[src/rtl/iir_biquad_cascade_pkg.sv]
// Shared types and helpers for the biquad cascade: FSM states, tap indices,
// and the round-then-saturate step applied to each section's accumulator.
package iir_pkg;

    typedef enum logic [1:0] {
        S_IDLE   = 2'd0,
        S_MAC    = 2'd1,
        S_COMMIT = 2'd2,
        S_OUT    = 2'd3
    } iir_state_t;

    localparam int TAPS = 5;

    localparam logic [2:0] B0 = 3'd0;
    localparam logic [2:0] B1 = 3'd1;
    localparam logic [2:0] B2 = 3'd2;
    localparam logic [2:0] A1 = 3'd3;
    localparam logic [2:0] A2 = 3'd4;

    // Round half-up at bit FRAC, arithmetic shift, then clamp to data_w signed.
    function automatic logic signed [63:0] round_sat(
        input  logic signed [63:0] acc,
        input  int                 frac,
        input  int                 data_w,
        output logic               sat
    );
        logic signed [63:0] r;
        logic signed [63:0] hi;
        logic signed [63:0] lo;
        r = acc;
        if (frac > 0) begin
            r = (acc + (64'sd1 <<< (frac - 1))) >>> frac;
        end
        hi  = (64'sd1 <<< (data_w - 1)) - 64'sd1;
        lo  = -(64'sd1 <<< (data_w - 1));
        sat = 1'b0;
        if (r > hi) begin
            r   = hi;
            sat = 1'b1;
        end else if (r < lo) begin
            r   = lo;
            sat = 1'b1;
        end
        return r;
    endfunction

endpackage

[src/rtl/iir_biquad_cascade_if.sv]
// Sample, coefficient and status signals of the biquad cascade core.
interface iir_biquad_cascade_if #(
    parameter int DATA_W   = 16,
    parameter int COEF_W   = 16,
    parameter int SECTIONS = 4
);
    localparam int ADDR_W = $clog2(5 * SECTIONS);

    // Input handshake: a sample transfers on a rising clk edge where in_valid
    // and in_ready are both high; in_valid/din must stay stable until then.
    logic                     clear;
    logic                     in_valid;
    logic                     in_ready;
    logic signed [DATA_W-1:0] din;
    logic                     coef_we;
    logic [ADDR_W-1:0]        coef_addr;
    logic signed [COEF_W-1:0] coef_data;
    logic                     out_valid;
    logic signed [DATA_W-1:0] dout;
    logic                     busy;
    logic                     sat_flag;
    iir_pkg::iir_state_t      dbg_state;

    modport master (
        output clear, in_valid, din, coef_we, coef_addr, coef_data,
        input  in_ready, out_valid, dout, busy, sat_flag, dbg_state
    );

    modport slave (
        input  clear, in_valid, din, coef_we, coef_addr, coef_data,
        output in_ready, out_valid, dout, busy, sat_flag, dbg_state
    );

endinterface

[src/rtl/iir_biquad_cascade_mac.sv]
// Signed multiply-accumulate shared by all taps and sections; i_clr starts a
// new sum with the current product, i_sub subtracts it instead of adding.
module iir_mac #(
    parameter int DATA_W = 16,
    parameter int COEF_W = 16,
    parameter int ACC_W  = DATA_W + COEF_W + 3
) (
    input  logic                     clk,
    input  logic                     reset,
    input  logic                     i_en,
    input  logic                     i_clr,
    input  logic                     i_sub,
    input  logic signed [COEF_W-1:0] i_coef,
    input  logic signed [DATA_W-1:0] i_data,
    output logic signed [ACC_W-1:0]  o_acc
);
    localparam int PROD_W = DATA_W + COEF_W;

    logic signed [PROD_W-1:0] w_prod;
    logic signed [ACC_W-1:0]  w_term;
    logic signed [ACC_W-1:0]  w_base;
    logic signed [ACC_W-1:0]  r_acc;

    assign w_prod = PROD_W'(i_coef) * PROD_W'(i_data);
    assign w_term = {{(ACC_W - PROD_W){w_prod[PROD_W-1]}}, w_prod};
    assign w_base = i_clr ? '0 : r_acc;

    always_ff @(posedge clk or negedge reset) begin
        if (!reset) begin
            r_acc <= '0;
        end else if (i_en) begin
            r_acc <= i_sub ? (w_base - w_term) : (w_base + w_term);
        end
    end

    assign o_acc = r_acc;

endmodule

[src/rtl/iir_biquad_cascade.sv]
// Cascade of Direct-Form-I biquads time-sharing one MAC: five MAC cycles plus
// one commit cycle per section, then one cycle to present the result.
module iir_biquad_cascade
    import iir_pkg::*;
#(
    parameter int DATA_W   = 16,
    parameter int COEF_W   = 16,
    parameter int FRAC     = 14,
    parameter int SECTIONS = 4
) (
    input  logic                 clk,
    input  logic                 reset,
    input  logic                 clk_en,
    iir_biquad_cascade_if.slave  bus
);
    localparam int ACC_W  = DATA_W + COEF_W + 3;
    localparam int NCOEF  = TAPS * SECTIONS;
    localparam int ADDR_W = $clog2(NCOEF);
    localparam int SEC_W  = (SECTIONS > 1) ? $clog2(SECTIONS) : 1;
    localparam logic signed [COEF_W-1:0] UNITY = COEF_W'(1 << FRAC);

    iir_state_t r_state;
    iir_state_t w_next;

    logic [SEC_W-1:0]         r_sec;
    logic [2:0]               r_tap;
    logic signed [DATA_W-1:0] r_xin;
    logic signed [DATA_W-1:0] r_x1 [SECTIONS];
    logic signed [DATA_W-1:0] r_x2 [SECTIONS];
    logic signed [DATA_W-1:0] r_y1 [SECTIONS];
    logic signed [DATA_W-1:0] r_y2 [SECTIONS];
    logic signed [COEF_W-1:0] r_coef [NCOEF];
    logic                     r_out_valid;
    logic signed [DATA_W-1:0] r_dout;
    logic                     r_sat;

    logic                     w_in_ready;
    logic                     w_accept;
    logic                     w_clear;
    logic                     w_coef_wr;
    logic                     w_mac_en;
    logic                     w_last;
    logic [ADDR_W-1:0]        w_cidx;
    logic signed [DATA_W-1:0] w_mac_data;
    logic signed [ACC_W-1:0]  w_acc;
    logic signed [63:0]       w_acc64;
    logic signed [63:0]       w_round;
    logic                     w_sat;
    logic signed [DATA_W-1:0] w_y;
    logic                     w_unused_hi;

    always_ff @(posedge clk or negedge reset) begin
        if (!reset) begin
            r_state <= S_IDLE;
        end else if (clk_en) begin
            r_state <= w_next;
        end
    end

    always_comb begin
        w_next     = r_state;
        w_in_ready = 1'b0;
        w_accept   = 1'b0;
        w_clear    = 1'b0;
        w_coef_wr  = 1'b0;
        w_mac_en   = 1'b0;
        w_last     = (r_sec == SEC_W'(SECTIONS - 1));
        case (r_state)
            S_IDLE: begin
                // clear wins over a new sample in the same cycle
                w_in_ready = reset && clk_en && !bus.clear;
                w_clear    = clk_en && bus.clear;
                w_coef_wr  = clk_en && bus.coef_we && (int'(bus.coef_addr) < NCOEF);
                w_accept   = w_in_ready && bus.in_valid;
                if (w_accept) begin
                    w_next = S_MAC;
                end
            end
            S_MAC: begin
                w_mac_en = clk_en;
                if (r_tap == A2) begin
                    w_next = S_COMMIT;
                end
            end
            S_COMMIT: w_next = w_last ? S_OUT : S_MAC;
            S_OUT:    w_next = S_IDLE;
            default:  w_next = S_IDLE;
        endcase
    end

    assign w_cidx = ADDR_W'(int'(r_sec) * TAPS + int'(r_tap));

    always_comb begin
        w_mac_data = r_xin;
        case (r_tap)
            B1:      w_mac_data = r_x1[r_sec];
            B2:      w_mac_data = r_x2[r_sec];
            A1:      w_mac_data = r_y1[r_sec];
            A2:      w_mac_data = r_y2[r_sec];
            default: w_mac_data = r_xin;
        endcase
    end

    iir_mac #(
        .DATA_W (DATA_W),
        .COEF_W (COEF_W),
        .ACC_W  (ACC_W)
    ) u_mac (
        .clk    (clk),
        .reset  (reset),
        .i_en   (w_mac_en),
        .i_clr  (r_tap == B0),
        .i_sub  (r_tap >= A1),
        .i_coef (r_coef[w_cidx]),
        .i_data (w_mac_data),
        .o_acc  (w_acc)
    );

    assign w_acc64 = {{(64 - ACC_W){w_acc[ACC_W-1]}}, w_acc};

    always_comb begin
        w_sat   = 1'b0;
        w_round = round_sat(w_acc64, FRAC, DATA_W, w_sat);
    end

    assign w_y         = w_round[DATA_W-1:0];
    assign w_unused_hi = ^w_round[63:DATA_W];

    always_ff @(posedge clk or negedge reset) begin
        if (!reset) begin
            r_sec       <= '0;
            r_tap       <= B0;
            r_xin       <= '0;
            r_out_valid <= 1'b0;
            r_dout      <= '0;
            r_sat       <= 1'b0;
            for (int i = 0; i < SECTIONS; i++) begin
                r_x1[i] <= '0;
                r_x2[i] <= '0;
                r_y1[i] <= '0;
                r_y2[i] <= '0;
            end
        end else if (clk_en) begin
            r_out_valid <= 1'b0;
            case (r_state)
                S_IDLE: begin
                    if (w_clear) begin
                        r_sat <= 1'b0;
                        for (int i = 0; i < SECTIONS; i++) begin
                            r_x1[i] <= '0;
                            r_x2[i] <= '0;
                            r_y1[i] <= '0;
                            r_y2[i] <= '0;
                        end
                    end
                    if (w_accept) begin
                        r_xin <= bus.din;
                        r_sec <= '0;
                        r_tap <= B0;
                    end
                end
                S_MAC: r_tap <= r_tap + 3'd1;
                S_COMMIT: begin
                    // this section's output becomes the next section's input
                    r_x2[r_sec] <= r_x1[r_sec];
                    r_x1[r_sec] <= r_xin;
                    r_y2[r_sec] <= r_y1[r_sec];
                    r_y1[r_sec] <= w_y;
                    r_xin       <= w_y;
                    r_tap       <= B0;
                    if (w_sat) begin
                        r_sat <= 1'b1;
                    end
                    if (!w_last) begin
                        r_sec <= r_sec + 1'b1;
                    end
                end
                S_OUT: begin
                    r_dout      <= r_xin;
                    r_out_valid <= 1'b1;
                end
                default: ;
            endcase
        end
    end

    always_ff @(posedge clk or negedge reset) begin
        if (!reset) begin
            for (int i = 0; i < NCOEF; i++) begin
                r_coef[i] <= (i % TAPS == 0) ? UNITY : '0;
            end
        end else if (w_coef_wr) begin
            r_coef[bus.coef_addr] <= bus.coef_data;
        end
    end

    assign bus.in_ready  = w_in_ready;
    assign bus.out_valid = r_out_valid;
    assign bus.dout      = r_dout;
    assign bus.busy      = (r_state != S_IDLE);
    assign bus.sat_flag  = r_sat;
    assign bus.dbg_state = r_state;

endmodule

[src/flat_wrapper.sv]
// flat-port wrapper written by rule: the top's interface ports become plain ports
module iir_biquad_cascade_flat import iir_pkg::*;
#(
    parameter int DATA_W   = 16,
    parameter int COEF_W   = 16,
    parameter int FRAC     = 14,
    parameter int SECTIONS = 4
)
  (clk, reset, clk_en, bus_clear, bus_in_valid, bus_din, bus_coef_we, bus_coef_addr, bus_coef_data, bus_in_ready, bus_out_valid, bus_dout, bus_busy, bus_sat_flag, bus_dbg_state);
  iir_biquad_cascade_if #(.DATA_W(DATA_W), .COEF_W(COEF_W), .SECTIONS(SECTIONS)) bus_i ();
  input  logic clk;
  input  logic reset;
  input  logic clk_en;
  input wire logic [$bits(bus_i.clear)-1:0] bus_clear;
  input wire logic [$bits(bus_i.in_valid)-1:0] bus_in_valid;
  input wire logic [$bits(bus_i.din)-1:0] bus_din;
  input wire logic [$bits(bus_i.coef_we)-1:0] bus_coef_we;
  input wire logic [$bits(bus_i.coef_addr)-1:0] bus_coef_addr;
  input wire logic [$bits(bus_i.coef_data)-1:0] bus_coef_data;
  output wire logic [$bits(bus_i.in_ready)-1:0] bus_in_ready;
  output wire logic [$bits(bus_i.out_valid)-1:0] bus_out_valid;
  output wire logic [$bits(bus_i.dout)-1:0] bus_dout;
  output wire logic [$bits(bus_i.busy)-1:0] bus_busy;
  output wire logic [$bits(bus_i.sat_flag)-1:0] bus_sat_flag;
  output wire logic [$bits(bus_i.dbg_state)-1:0] bus_dbg_state;
  assign bus_i.clear = bus_clear;
  assign bus_i.in_valid = bus_in_valid;
  assign bus_i.din = bus_din;
  assign bus_i.coef_we = bus_coef_we;
  assign bus_i.coef_addr = bus_coef_addr;
  assign bus_i.coef_data = bus_coef_data;
  assign bus_in_ready = bus_i.in_ready;
  assign bus_out_valid = bus_i.out_valid;
  assign bus_dout = bus_i.dout;
  assign bus_busy = bus_i.busy;
  assign bus_sat_flag = bus_i.sat_flag;
  assign bus_dbg_state = bus_i.dbg_state;
  iir_biquad_cascade #(.DATA_W(DATA_W), .COEF_W(COEF_W), .FRAC(FRAC), .SECTIONS(SECTIONS)) u_core (.clk(clk), .reset(reset), .clk_en(clk_en), .bus(bus_i));
endmodule
[config.mk]
export PLATFORM = sky130hd
export DESIGN_NAME = iir_biquad_cascade_flat
export DESIGN_NICKNAME = d
export VERILOG_FILES = /design/src/rtl/iir_biquad_cascade_pkg.sv /design/src/rtl/iir_biquad_cascade_if.sv /design/src/rtl/iir_biquad_cascade_mac.sv /design/src/rtl/iir_biquad_cascade.sv /design/src/flat_wrapper.sv
export SDC_FILE = /design/constraint.sdc
export NUM_CORES = 2
export LEC_CHECK = 0
export CORE_UTILIZATION = 42
export DETAILED_ROUTE_END_ITERATION = 12
export HOLD_SLACK_MARGIN = 0.02
export PLACE_DENSITY_LB_ADDON = 0.2
export SYNTH_ARGS = -nofsm -noshare
export SYNTH_HDL_FRONTEND = slang
export SYNTH_SLANG_ARGS = --single-unit
[constraint.sdc]
create_clock -name clk -period 21.5 [get_ports clk]
set_clock_uncertainty 0.05 [all_clocks]
set_input_delay 2.15 -clock clk [delete_from_list [all_inputs] [get_ports clk]]
set_output_delay 2.15 -clock clk [all_outputs]
set_load 0.01 [all_outputs]
==> flow_metrics.env <==
export IMPL_status="complete, no violations"
export IMPL_synth_seq_area_share_pct=39.04
export IMPL_grt_remaining_overflow=0
export IMPL_critPathKind="reg -> reg"
export IMPL_clk_pin_slew_worst_paths_ns=0.06
export IMPL_finalCriticalPeriod_ns=13.58
export IMPL_antenna_found_initial=2
export IMPL_worstSetupEndpointType="register"
export IMPL_io_pins=65
export IMPL_avgViaCountPerCell=5.783
export IMPL_antenna_left=0
export IMPL_synthArstFlopShare_pct=100.0
export IMPL_start_util_pct=42.42
export IMPL_worst_slew_pin_slew_ns=1.375
export IMPL_rr_startpoint="u_core.r_sec[1]$_DFFE_PN0P_"
export IMPL_nets=4037
export IMPL_post_cts_buffers=0
export IMPL_synth_cells=3603
export IMPL_drv_slew=0
export IMPL_syn_to_final_growth_pct=11.18
export IMPL_holdBufCountCts=0
export IMPL_cp_buffers_inverters=7
export IMPL_synthFlopType="dfrtp_1"
export IMPL_grt_max_degree=147
export IMPL_crit_path_start="u_core.r_sec[1]$_DFFE_PN0P_"
export IMPL_grt_usage_pct=24.18
export IMPL_dieArea_mm2=0.1008
export IMPL_ys_types=91
export IMPL_hold_class="reg -> reg"
export IMPL_die_x_um=317.5
export IMPL_fill_cells=8977
export IMPL_grt_pass1_vias=29381
export IMPL_cts_tree="built"
export IMPL_port_buffers=64
export IMPL_grt_pass1_wl_mm=187.0
export IMPL_num_vias=28621
export IMPL_cp_arrival_ns=14.04
export IMPL_design_core_area_mm2=0.09856
export IMPL_rsz0062_at_grt="no"
export IMPL_startpoint_type="register"
export IMPL_hold_viol=0
export IMPL_crit_top_cell="fa_1"
export IMPL_clk_latency_ns=0.68
export IMPL_hold_start="u_core.u_mac.o_acc[4]$_DFFE_PN0P_"
export IMPL_synth_edff_count=0
export IMPL_cts_root_buf="clkbuf_16"
export IMPL_max_cap_viol_count=0
export IMPL_crit_family="adder cells"
export IMPL_cp_required_ns=21.96
export IMPL_drive_gt1_share_pct=21.13
export IMPL_drc=0
export IMPL_cts_buffers=75
export IMPL_htreeDepth=3
export IMPL_cts_sink_count=652
export IMPL_gp_congestion=0.8766
export IMPL_cts_buffer_depth=3
export IMPL_fin_crit_sh_pct=63.16
export IMPL_routed_wl_mm=119.3
export IMPL_avgSynthCellArea_um2=11.60
export IMPL_synth_seq_cells=652
export IMPL_fmax_mhz=73.64
export IMPL_relSlewSlack_pct=8.348
export IMPL_cpMaxStageDelayCell="o22ai_1"
export IMPL_worstPathMaxFanout=39
export IMPL_yosysWarnings=0
export IMPL_drt_initial_drc_count=2370
export IMPL_synthesis_nets=4043
export IMPL_setup_viol=0
export IMPL_cts_resized=0
export IMPL_slowest_delay_ns=1.06
export IMPL_wl_per_cell_um=24.11
export IMPL_fin_tns_setup_ns=0
export IMPL_die_h_um=317.5
export IMPL_num_rows=115
export IMPL_firstDrtPassIters=5
export IMPL_syn_cell_area_mm2=0.04181
export IMPL_dp_hpwl_mm=81.40
-- placed cells by master, fill, tap and decap left out, types with 15 or more instances in the layout --
| cell type | instances |
|---|---|
| a32oi_1 | 16 |
| nor2_1 | 278 |
| and3_1 | 15 |
| mux4_2 | 143 |
| o21ai_0 | 91 |
| nor3_1 | 21 |
| buf_4 | 75 |
| a21o_1 | 25 |
| dfrtp_1 | 646 |
| fa_1 | 265 |
| clkdlybuf4s50_1 | 63 |
| and2_1 | 42 |
| xor2_1 | 44 |
| inv_1 | 336 |
| nand3_1 | 35 |
| nand2_1 | 215 |
| a21oi_1 | 108 |
| o21ai_1 | 19 |
| ha_1 | 130 |
| or2_2 | 17 |
| xnor2_1 | 58 |
| a22o_1 | 243 |
| mux2_2 | 351 |
| mux2i_1 | 20 |
| a22oi_1 | 21 |
| clkbuf_16 | 75 |
| clkbuf_8 | 21 |
| nand2b_1 | 33 |
-- registers in the layout (all words and copies together) (netlist names) --
| signal | flops |
|---|---|
| u_core.r_tap | 3 |
| u_core.r_y1 | 64 |
| u_core.r_x2 | 64 |
| u_core.bus.out_valid | 1 |
| u_core.r_coef | 320 |
| u_core.bus.sat_flag | 1 |
| u_core.r_x1 | 64 |
| u_core.r_sec | 2 |
| u_core.bus.dout | 16 |
| u_core.r_y2 | 64 |
| u_core.bus.dbg_state | 2 |
| u_core.r_xin | 16 |
| u_core.u_mac.o_acc | 35 |
-- final timing paths --
kind	endpoint	slack, ns	cells past startpoint
max	u_core.u_mac.o_acc[33]$_DFFE_PN0P_	7.92	42
min	u_core.u_mac.o_acc[4]$_DFFE_PN0P_	0.42	2
max reg2reg	u_core.u_mac.o_acc[33]$_DFFE_PN0P_	7.92	42
min reg2reg	u_core.u_mac.o_acc[4]$_DFFE_PN0P_	0.42	2
max in group asynchronous	u_core.r_coef[101]$_DFFE_PN0P_	16.28	5
min in group asynchronous	u_core.u_mac.o_acc[33]$_DFFE_PN0P_	1.43	1
-- cells in the mapped netlist, types with 10 or more instances --
master	instances	area (µm²)
a31oi_1	13	81.33
o21ai_0	95	475.5
a22oi_1	21	157.7
ha_1	132	1652
o31ai_1	12	90.09
nand3_1	36	180.2
nor2b_1	15	93.84
a32oi_1	16	140.1
dfrtp_1	648	16220
buf_2	21	105.1
o21ai_1	22	110.1
inv_1	336	1261
mux2_2	351	3953
a22o_1	243	2128
and2_1	42	262.8
or2_2	17	106.4
a211oi_1	11	82.58
a21o_1	25	187.7
clkbuf_1	188	705.7
mux2i_1	20	200.2
xnor2_1	58	508.0
nand2b_1	33	206.5
nor2_1	282	1059
mux4_2	143	3221
nand2_1	215	807.0
buf_1	12	45.04
fa_1	265	5305
nand4_1	10	62.56
and3_1	15	93.84
nor3_1	22	110.1
xor2_1	44	385.4
a21oi_1	108	540.5
-- cell families (layout without fill, tap and decap cells) --
logic type               after synthesis  count (layout)  synth area share [%]
AND/OR/NAND/NOR                      728             728                 7.978
AO/OA/AOI/OAI                        647             647                 11.33
XOR/XNOR                             104             104                 2.241
flip-flops                           652             652                 39.04
other                                  0               3                     0
multiplexers                         514             514                 17.64
buffers and inverters                561             617                 5.144
adder cells (fa/ha/maj)              397             397                 16.64
-- metrics by stage --
stage	hold WS [ns]	area, µm²	cells	util, %	worst slack, ns
final	0.4189	46490	4949	47.16	7.920
after global placement	0.4046	43940	4807	44.58	8.045
after detailed placement	0.4122	43940	4807	44.58	8.023
after global routing	0.4447	46480	4946	47.16	7.345
after CTS	0.4257	46480	4946	47.16	7.942
after floorplan	0.3874	41810	3603	-	10.23
-- tightest hold or removal path: stages (launching register included) --
cell and delay [ns]:
dfrtp_1 0.34, nand2_1 0.04, o21ai_0 0.06
-- metal layers --
metal  global-route usage, %  part of all wire, %  vias up
met5                       0               0.0092        -
met4                   4.995                  1.6        2
met3                   4.222                  6.4      119
met2                   36.61                   45      849
met1                   36.33                   47    15062
li1                        -                    -    12589
-- area by class of cell --
class / instances / area [µm²] / share of cell area [%]
multi-input combinational: 2390 / 23490 / 50.53
sequential: 652 / 16330 / 35.13
clock buffer: 110 / 2218 / 4.772
tap: 1287 / 1610 / 3.464
inverter: 337 / 1265 / 2.721
timing repair buffer: 141 / 1249 / 2.686
clock inverter: 29 / 320.3 / 0.6890
antenna: 3 / 7.507 / 0.01615
Power is not shown: default switching activity piles up to over one toggle a cycle in this logic, so the estimate is an artifact.
